==> src/rtl/pwm_trip_guard.sv <==
// pwm_trip_guard: registered PWM passthrough that latches a trip on filtered fault or shoot-through and forces safe levels
module pwm_trip_guard #(
  parameter int N_LEGS = 2,
  parameter int FILT_WIDTH = 8
) (
  input  logic                  clk,
  input  logic                  reset,
  input  logic [N_LEGS-1:0]     pwm_a,
  input  logic [N_LEGS-1:0]     pwm_b,
  input  logic                  fault_n,
  input  logic [FILT_WIDTH-1:0] filt_len,
  input  logic                  trip_en,
  input  logic [N_LEGS-1:0]     safe_a,
  input  logic [N_LEGS-1:0]     safe_b,
  input  logic                  clear_req,
  output logic [N_LEGS-1:0]     gate_a,
  output logic [N_LEGS-1:0]     gate_b,
  output logic                  tripped,
  output logic [1:0]            trip_cause,
  output logic                  clear_ack,
  output logic [7:0]            trip_count
);
  typedef enum logic {ARMED, TRIPPED} state_t;
  state_t state, state_nx;
  logic sync_1, sync_2, fault_s, fault_f, shoot, go_trip, accept;
  logic [FILT_WIDTH-1:0] filt_cnt;
  logic [N_LEGS-1:0] gate_a_nx, gate_b_nx;
  assign fault_s = ~sync_2;
  assign fault_f = fault_s && (filt_cnt == filt_len);
  assign shoot = |(pwm_a & pwm_b);
  assign tripped = (state == TRIPPED);
  // Synchronise the asynchronous fault pin and count how long it has stayed active
  always_ff @(posedge clk) begin
    if (reset) begin
      sync_1 <= 1'b1;
      sync_2 <= 1'b1;
      filt_cnt <= '0;
    end else begin
      sync_1 <= fault_n;
      sync_2 <= sync_1;
      filt_cnt <= !fault_s ? '0 : (&filt_cnt ? filt_cnt : filt_cnt + 1'b1);
    end
  end
  // Trip/clear decisions; the tripping edge already loads safe levels so an overlap never reaches the pins
  always_comb begin
    go_trip = (state == ARMED) && trip_en && (fault_f || shoot);
    accept = (state == TRIPPED) && clear_req && !fault_s && !shoot;
    state_nx = go_trip ? TRIPPED : (accept ? ARMED : state);
    gate_a_nx = (state == TRIPPED || go_trip) ? safe_a : pwm_a;
    gate_b_nx = (state == TRIPPED || go_trip) ? safe_b : pwm_b;
  end
  // State, gate outputs and trip bookkeeping
  always_ff @(posedge clk) begin
    if (reset) begin
      state <= ARMED;
      gate_a <= safe_a;
      gate_b <= safe_b;
      trip_cause <= 2'b00;
      clear_ack <= 1'b0;
      trip_count <= 8'd0;
    end else begin
      state <= state_nx;
      gate_a <= gate_a_nx;
      gate_b <= gate_b_nx;
      clear_ack <= accept;
      trip_cause <= go_trip ? {shoot, fault_f} : (accept ? 2'b00 : trip_cause);
      if (go_trip && trip_count != 8'hff) trip_count <= trip_count + 8'd1;
    end
  end
endmodule

==> config.mk <==
export PLATFORM = sky130hd
export DESIGN_NAME = pwm_trip_guard
export DESIGN_NICKNAME = d
export VERILOG_FILES = /design/src/rtl/pwm_trip_guard.sv
export SDC_FILE = /design/constraint.sdc
export NUM_CORES = 1
export LEC_CHECK = 0
export ABC_AREA = 0
export BUFFER_PORTS_ARGS = -buffer_cell sky130_fd_sc_hd__buf_4
export CAP_MARGIN = 10
export CORE_UTILIZATION = 47
export CTS_BUF_LIST = sky130_fd_sc_hd__clkbuf_4 sky130_fd_sc_hd__clkbuf_8
export CTS_CLUSTER_DIAMETER = 60
export DETAILED_ROUTE_END_ITERATION = 7
export PLACE_DENSITY = 0.77
export SLEW_MARGIN = 10
export SYNTH_ARGS = -nofsm -noshare
export SYNTH_HDL_FRONTEND = slang
export SYNTH_SLANG_ARGS = --single-unit
export TNS_END_PERCENT = 10
==> constraint.sdc <==
create_clock -name clk -period 1.9 [get_ports clk]
set_input_delay 0.095 -clock clk [delete_from_list [all_inputs] [get_ports clk]]
set_output_delay 0.095 -clock clk [all_outputs]
set_load 0.005 [all_outputs]
==> impl_metrics.csv, run 1 <==
group,metric,value,unit
outcome,status,"completed",
floorplanning,fp.dieW,52.6,um
global_routing,gr-usage-all-layers,23.4,%
global_routing,grt_pass1_vias,1061,
cts,clockBufferDepth,2,
finish,mostFrequentLayoutCell,"buf_4",
route,drtIter0Drc,26,
placement,placement.io_buffers,36,
timing,timing.final.crit_period,1.90,ns
timing,rsz0062_at_grt,"yes",
timing,fin_crit_sh,100,%
critical_path,cp-startpoint,"tripped$_SDFFE_PP0P_",
cts,clkTransAtPathRegs,0.12,ns
cts,cts_buffers,3,
cts,cts-root-buf,"clkbuf_4",
floorplanning,die_h,52.6,um
critical_path,required,2.11,ns
route,vias,1155,
pwr,swShare,23.2,%
finish,diodes,0,
pwr,leakagePower,0.741,nW
cts,postCtsSetupBuffers,0,
logic_synthesis,ys_ff_latch,26,
pwr,combPwrFrac,16.2,%
finish,fin_nets,204,
floorplanning,boundaryPins,37,
critical_path,cp_cell_sequence,"or3b_4, nor4_4, a31oi_4, nor4b_2, mux2_1",
finish,finalInstanceArea,1710,um^2
hold_path,holdCritPathClass,"in2reg",
floorplanning,die-area,2770,um^2
cts,cts_tree,"yes",
global_routing,antenna_found_initial,0,
critical_path,crit_slowest_cell,"or3b_4",
pwr,total_power,0.000949,W
pwr,p_sw,0.000220,W
logic_synthesis,yosysWarnings,0,
cts,clk_latency,0.31,ns
placement,dp_hpwl,2040,um
critical_path,arrival,2.11,ns
pwr,p_seq_share,60.5,%
critical_path,path_max_fanout,7,
critical_path,r2r_start,"tripped$_SDFFE_PP0P_",
pwr,peakVddDrop,0.661,mV
critical_path,path_class,"reg2reg",
critical_path,cp-start-kind,"flop",
timing,fin_skew,0.00616,ns
hold_path,min_from,"reset",
timing,hold_violations,0,
timing,fmax,526,MHz
timing,max_slew.worst_pin.slew,0.431,ns
logic_synthesis,yosysTopAreaCellShare,43.2,%
logic_synthesis,synth_area,1200,um^2
timing,slew_violations,0,
logic_synthesis,synth_fp_nets,149,
pwr,p_int,0.000728,W
route,antenna_left,0,
logic_synthesis,yosys.area.top_type,"dfxtp_1",
route,routedWlPerCell,14.7,um
logic_synthesis,synth_area_leaders,"dfxtp_1 (43%), xor2_1 (6.5%), mux2_1 (5.6%), nand3_1 (3.7%), nor2_1 (3.4%)",
critical_path,cp_slowest_stage_delay,0.39,ns
global_routing,grt_max_degree,19,
pwr,power_density,555,nW/um^2
finish,mostFrequentLayoutCells,"buf_4 (44), dfxtp_1 (24), nor2_1 (11)",
cts,h-tree-depth,1,
route,wirelength,3040,um
cts,cts_sinks,26,
logic_synthesis,synth_area_per_cell,9.55,um^2
floorplanning,rows,17,
placement,dpl-instance-area,1560,um^2
finish,synthToLayoutAreaGrowth,41.9,%
floorplanning,core_area,2320,um^2
route,viasPerCell,5.58,
finish,drive_gt1_share,34.1,%
global_routing,grt_overflow_total,0,
placement,place_congestion,0.834,
timing,slew_headroom,71.2,%
pwr,p_clk_share,23.4,%
critical_path,endpoint_kind,"flop",
logic_synthesis,yosysSeqAreaShare,43.2,%
floorplanning,initial_core_util,51.9,%
run,max_cap_violations,0,
route,first_pass_iters,4,
route,drc,0,
timing,setup_viol,0,
global_routing,grt_first_pass_wirelength,4650,um
logic_synthesis,yosysUniqueCellTypes,39,
logic_synthesis,synthCells,126,
-- what timing repair did --
action,4_1_cts,5_1_grt
resized for setup,1,5
pin swaps,1,0
endpoints found under the setup margin,2,7
endpoints found under the hold margin,5,0
hold buffers,9,0
-- state kept, by name, summed over array words and instances, names as in the netlist --
register,cells
tripped,1
gate_b,2
trip_cause,2
filt_cnt,8
trip_count,8
sync_1,1
clear_ack,1
gate_a,2
sync_2,1
-- metal layers --
layer	share of wire [%]	GRT usage, %
met1	45	27.9
met3	5.8	6.09
met2	49	42.0
met4	0.56	3.95
met5	0	0
-- power groups by stage --
stage               Clock (W)  Combinational (W)  Sequential [W]
global route         0.000253           0.000167        0.000576
detailed placement          0           0.000130        0.000584
floorplan                   0          0.0000524        0.000587
global placement            0           0.000127        0.000583
finish               0.000222           0.000154        0.000573
CTS                  0.000228           0.000147        0.000572
-- critical path, delay by kind of cell, from the launching register on --
family           cells  cell delay [ns]
multiplexers         1             0.34
flip-flops           1             0.34
AO/OA/AOI/OAI        1             0.18
AND/OR/NAND/NOR      3             0.95
-- path summary, 6_finish.rpt --
| path | end | slack (ns) | cells past startpoint |
|---|---|---|---|
| hold / removal | tripped$_SDFFE_PP0P_ | 0.08 | 2 |
| setup / recovery | trip_count[7]$_SDFFE_PP0P_ | 0.0004 | 5 |
| setup reg to reg | trip_count[7]$_SDFFE_PP0P_ | 0.0004 | 5 |
| hold reg to reg | sync_2$_SDFF_PP1_ | 0.44 | 1 |
-- cells in the mapped netlist (all sizes together) --
| library cell | instances |
|---|---|
| a211oi | 2 |
| a21oi | 4 |
| a22oi | 1 |
| a311oi | 1 |
| a31o | 1 |
| a31oi | 6 |
| a41oi | 2 |
| and2 | 1 |
| and3 | 5 |
| clkbuf | 3 |
| dfxtp | 26 |
| ha | 2 |
| inv | 1 |
| mux2 | 6 |
| mux2i | 2 |
| nand2 | 6 |
| nand3 | 9 |
| nand4 | 3 |
| nor2 | 11 |
| nor2b | 2 |
| nor3 | 3 |
| nor3b | 2 |
| nor4 | 1 |
| nor4b | 1 |
| o211a | 1 |
| o21ai | 4 |
| o311ai | 1 |
| o31ai | 1 |
| or2 | 3 |
| or3 | 1 |
| or3b | 2 |
| or4 | 1 |
| or4b | 1 |
| xnor2 | 1 |
| xor2 | 9 |
-- area by class of cell --
class	count	area [um^2]
timing repair buffer	53	420
inverter	1	3.75
multi-input combinational	96	703
fill	181	611
sequential	26	523
tap	28	35.0
clock buffer	3	22.5
-- cells by family (layout without fill, tap and decap cells) --
family	count (synthesis)	in the layout	share of synthesized area [%]
buf+inv	4	57	1.25
simple gates	52	52	24.9
xor+xnor	10	10	7.28
flops	26	26	43.2
mux	8	8	7.28
compound gates	24	24	13.9
fa+ha+maj	2	2	2.08
-- per-stage QoR --
stage               setup TNS (ns)  setup WS (ns)  util (%)  instances  hold WS [ns]
finish                           0       0.000444      73.7        207        0.0752
global placement                 0         0.0454      67.5        195         0.283
floorplan                        0         0.0309         -        126         0.199
CTS                        -0.0164        -0.0164      72.7        207        0.0748
detailed placement         -0.0567        -0.0314      67.5        195         0.289
global route               -0.0996        -0.0814      73.7        207        0.0681
Note: power is estimated with default switching activity, not from simulation.
==> run 2, diff against run 1 <==
BUFFER_PORTS_ARGS = not set   (was -buffer_cell sky130_fd_sc_hd__buf_4)
CORE_UTILIZATION = 52   (was 47)
DONT_BUFFER_PORTS = 1   (was not set)
PLACE_DENSITY = 0.7   (was 0.77)
==> impl_metrics.csv, run 2 (synthesis gave the netlist of run 1 again) <==
group,metric,value,unit
outcome,status,"complete, but fails checks",
outcome,violations,"negative hold slack, negative setup slack",
finish,drive_gt1_share,15.4,%
finish,diodes,0,
timing,setup_viol,1,
pwr,power_density,605,nW/um^2
route,wirelength,2750,um
critical_path,path_class,"reg2reg",
critical_path,crit_cells,5,
cts,cts_buffers,3,
critical_path,r2r_start,"tripped$_SDFFE_PP0P_",
timing,fmax,517,MHz
timing,fin_skew,0.00167,ns
route,antenna_left,0,
cts,postCtsSetupBuffers,0,
placement,dp_hpwl,1880,um
timing,slew_headroom,65.2,%
pwr,leakagePower,0.587,nW
route,drc,0,
global_routing,gr-usage-all-layers,23.2,%
floorplanning,boundaryPins,37,
floorplanning,initial_core_util,54.9,%
timing,fin_ws,-0.0328,ns
timing,fin_crit_sh,102,%
critical_path,critical-path-top-delay-family,"simple AND/OR/NAND/NOR gates",
critical_path,cp-start-kind,"flop",
finish,synthToLayoutAreaGrowth,24.3,%
run,max_cap_violations,0,
route,drtIter0Drc,18,
floorplanning,fp.dieW,50.1,um
global_routing,grt_overflow_total,0,
timing,slew_violations,0,
pwr,peakVddDrop,0.409,mV
floorplanning,core_area,2190,um^2
route,viasPerCell,5.97,
placement,place_ws,-0.0611,ns
timing,timing.final.crit_period,1.93,ns
critical_path,r2r-end,"trip_count[7]$_SDFFE_PP0P_",
cts,clkTransAtPathRegs,0.13,ns
global_routing,grt_pass1_vias,1051,
global_routing,antenna_found_initial,0,
finish,utilization,68.3,%
route,routedWlPerCell,15.5,um
cts,cts-root-buf,"clkbuf_4",
critical_path,path_max_fanout,7,
critical_path,cp_cell_sequence,"or3b_4, nor4_4, a31oi_4, nor4b_2, mux2_1",
global_routing,grt_max_degree,14,
finish,reg_top3,"filt_cnt (8), trip_count (8)",
floorplanning,rows,17,
critical_path,required,2.12,ns
timing,fin_tns_setup,-0.0328,ns
critical_path,crit_slowest_cell,"or3b_4",
timing,max_slew.worst_pin.slew,0.521,ns
placement,placement.io_buffers,0,
timing,holdWs,-0.00125,ns
hold_path,holdCritPathClass,"in2reg",
placement,place_congestion,0.825,
critical_path,critPathCapture,"trip_count[7]$_SDFFE_PP0P_",
finish,fin_nets,174,
cts,h-tree-depth,1,
critical_path,endpoint_kind,"flop",
cts,clockBufferDepth,2,
timing,hold_violations,1,
global_routing,grt_first_pass_wirelength,4420,um
cts,clk_latency,0.32,ns
route,vias,1056,
route,first_pass_iters,4,
cts,cts_sinks,26,
critical_path,cp-startpoint,"tripped$_SDFFE_PP0P_",
timing,rsz0062_at_grt,"yes",
critical_path,reg2reg_setup_slack,-0.03,ns
critical_path,path_buf_inv,0,
critical_path,cp_slowest_stage_delay,0.40,ns
finish,mostFrequentLayoutCell,"dfxtp_1",
critical_path,reg2regPathDepth,5,
cts,cts_tree,"yes",
finish,mostFrequentLayoutCells,"dfxtp_1 (25), dlygate4sd3_1 (16), nor2_1 (11)",
floorplanning,die_h,50.1,um
floorplanning,die-area,2510,um^2
critical_path,arrival,2.15,ns
-- run 2: cell count changes in the layout (fill, tap and decap cells not counted) --
cell           change
dlygate4sd3_1      +7
buf_4             -37
nor3_1             -1
nor3_2             +1
xor2_1             +1
dfxtp_1            +1
xor2_2             -1
dfxtp_2            -1
-- run 2: layout make-up --
type	instances	area, um^2
clock buffers	3	22.5
fillers	171	694
repair buffers	23	213
multi-input cells	96	701
inverters	1	3.75
well taps	28	35.0
flip-flops and latches	26	522
-- run 2: stage by stage --
stage,instance area (um^2),power [W],std cells
final,1500,0.000905,177
after global routing,1500,0.000932,177
after CTS,1480,0.000903,177
after detailed placement,1290,0.000653,158
after global placement,1290,0.000650,158
after floorplan,1210,0.000639,126
-- run 2: how the worst min path moves through the flow --
stage	start	cells past startpoint	endpoint	slack, ns
after floorplan	fault_n	1	sync_1$_SDFF_PP1_	0.20
after global placement	reset	1	trip_cause[0]$_SDFFE_PP0P_	0.17
after detailed placement	reset	1	trip_count[5]$_SDFFE_PP0P_	0.17
after CTS	reset	2	trip_count[7]$_SDFFE_PP0P_	0.003
after global routing	reset	2	trip_count[0]$_SDFFE_PP0P_	0.02
final	reset	2	trip_count[7]$_SDFFE_PP0P_	-0.001
-- run 2: metal layers --
| metal | share of wire [%] | wire [um] | vias to the layer above | global-route usage [%] |
|---|---|---|---|---|
| li1 | - | - | 514 | - |
| met1 | 42 | 1160 | 510 | 25.7 |
| met2 | 51 | 1400 | 26 | 40.2 |
| met3 | 5.0 | 137 | 6 | 5.86 |
| met4 | 2.2 | 60 | 0 | 11.4 |
| met5 | 0 | 0 | - | 0 |
-- run 2: what timing repair did --
action	4_1_cts	5_1_grt
hold buffers	16	0
resized for setup	2	3
pin swaps	0	1
setup endpoints to repair	2	7
hold endpoints to repair	19	0
-- run 2: where the power goes --
part	switching (W)	internal [W]	total, W	leakage (nW)
clock	0.000158	0.0000743	0.000232	0.0138
combinational	0.0000429	0.0000550	0.0000979	0.361
sequential	0.0000119	0.000563	0.000575	0.213
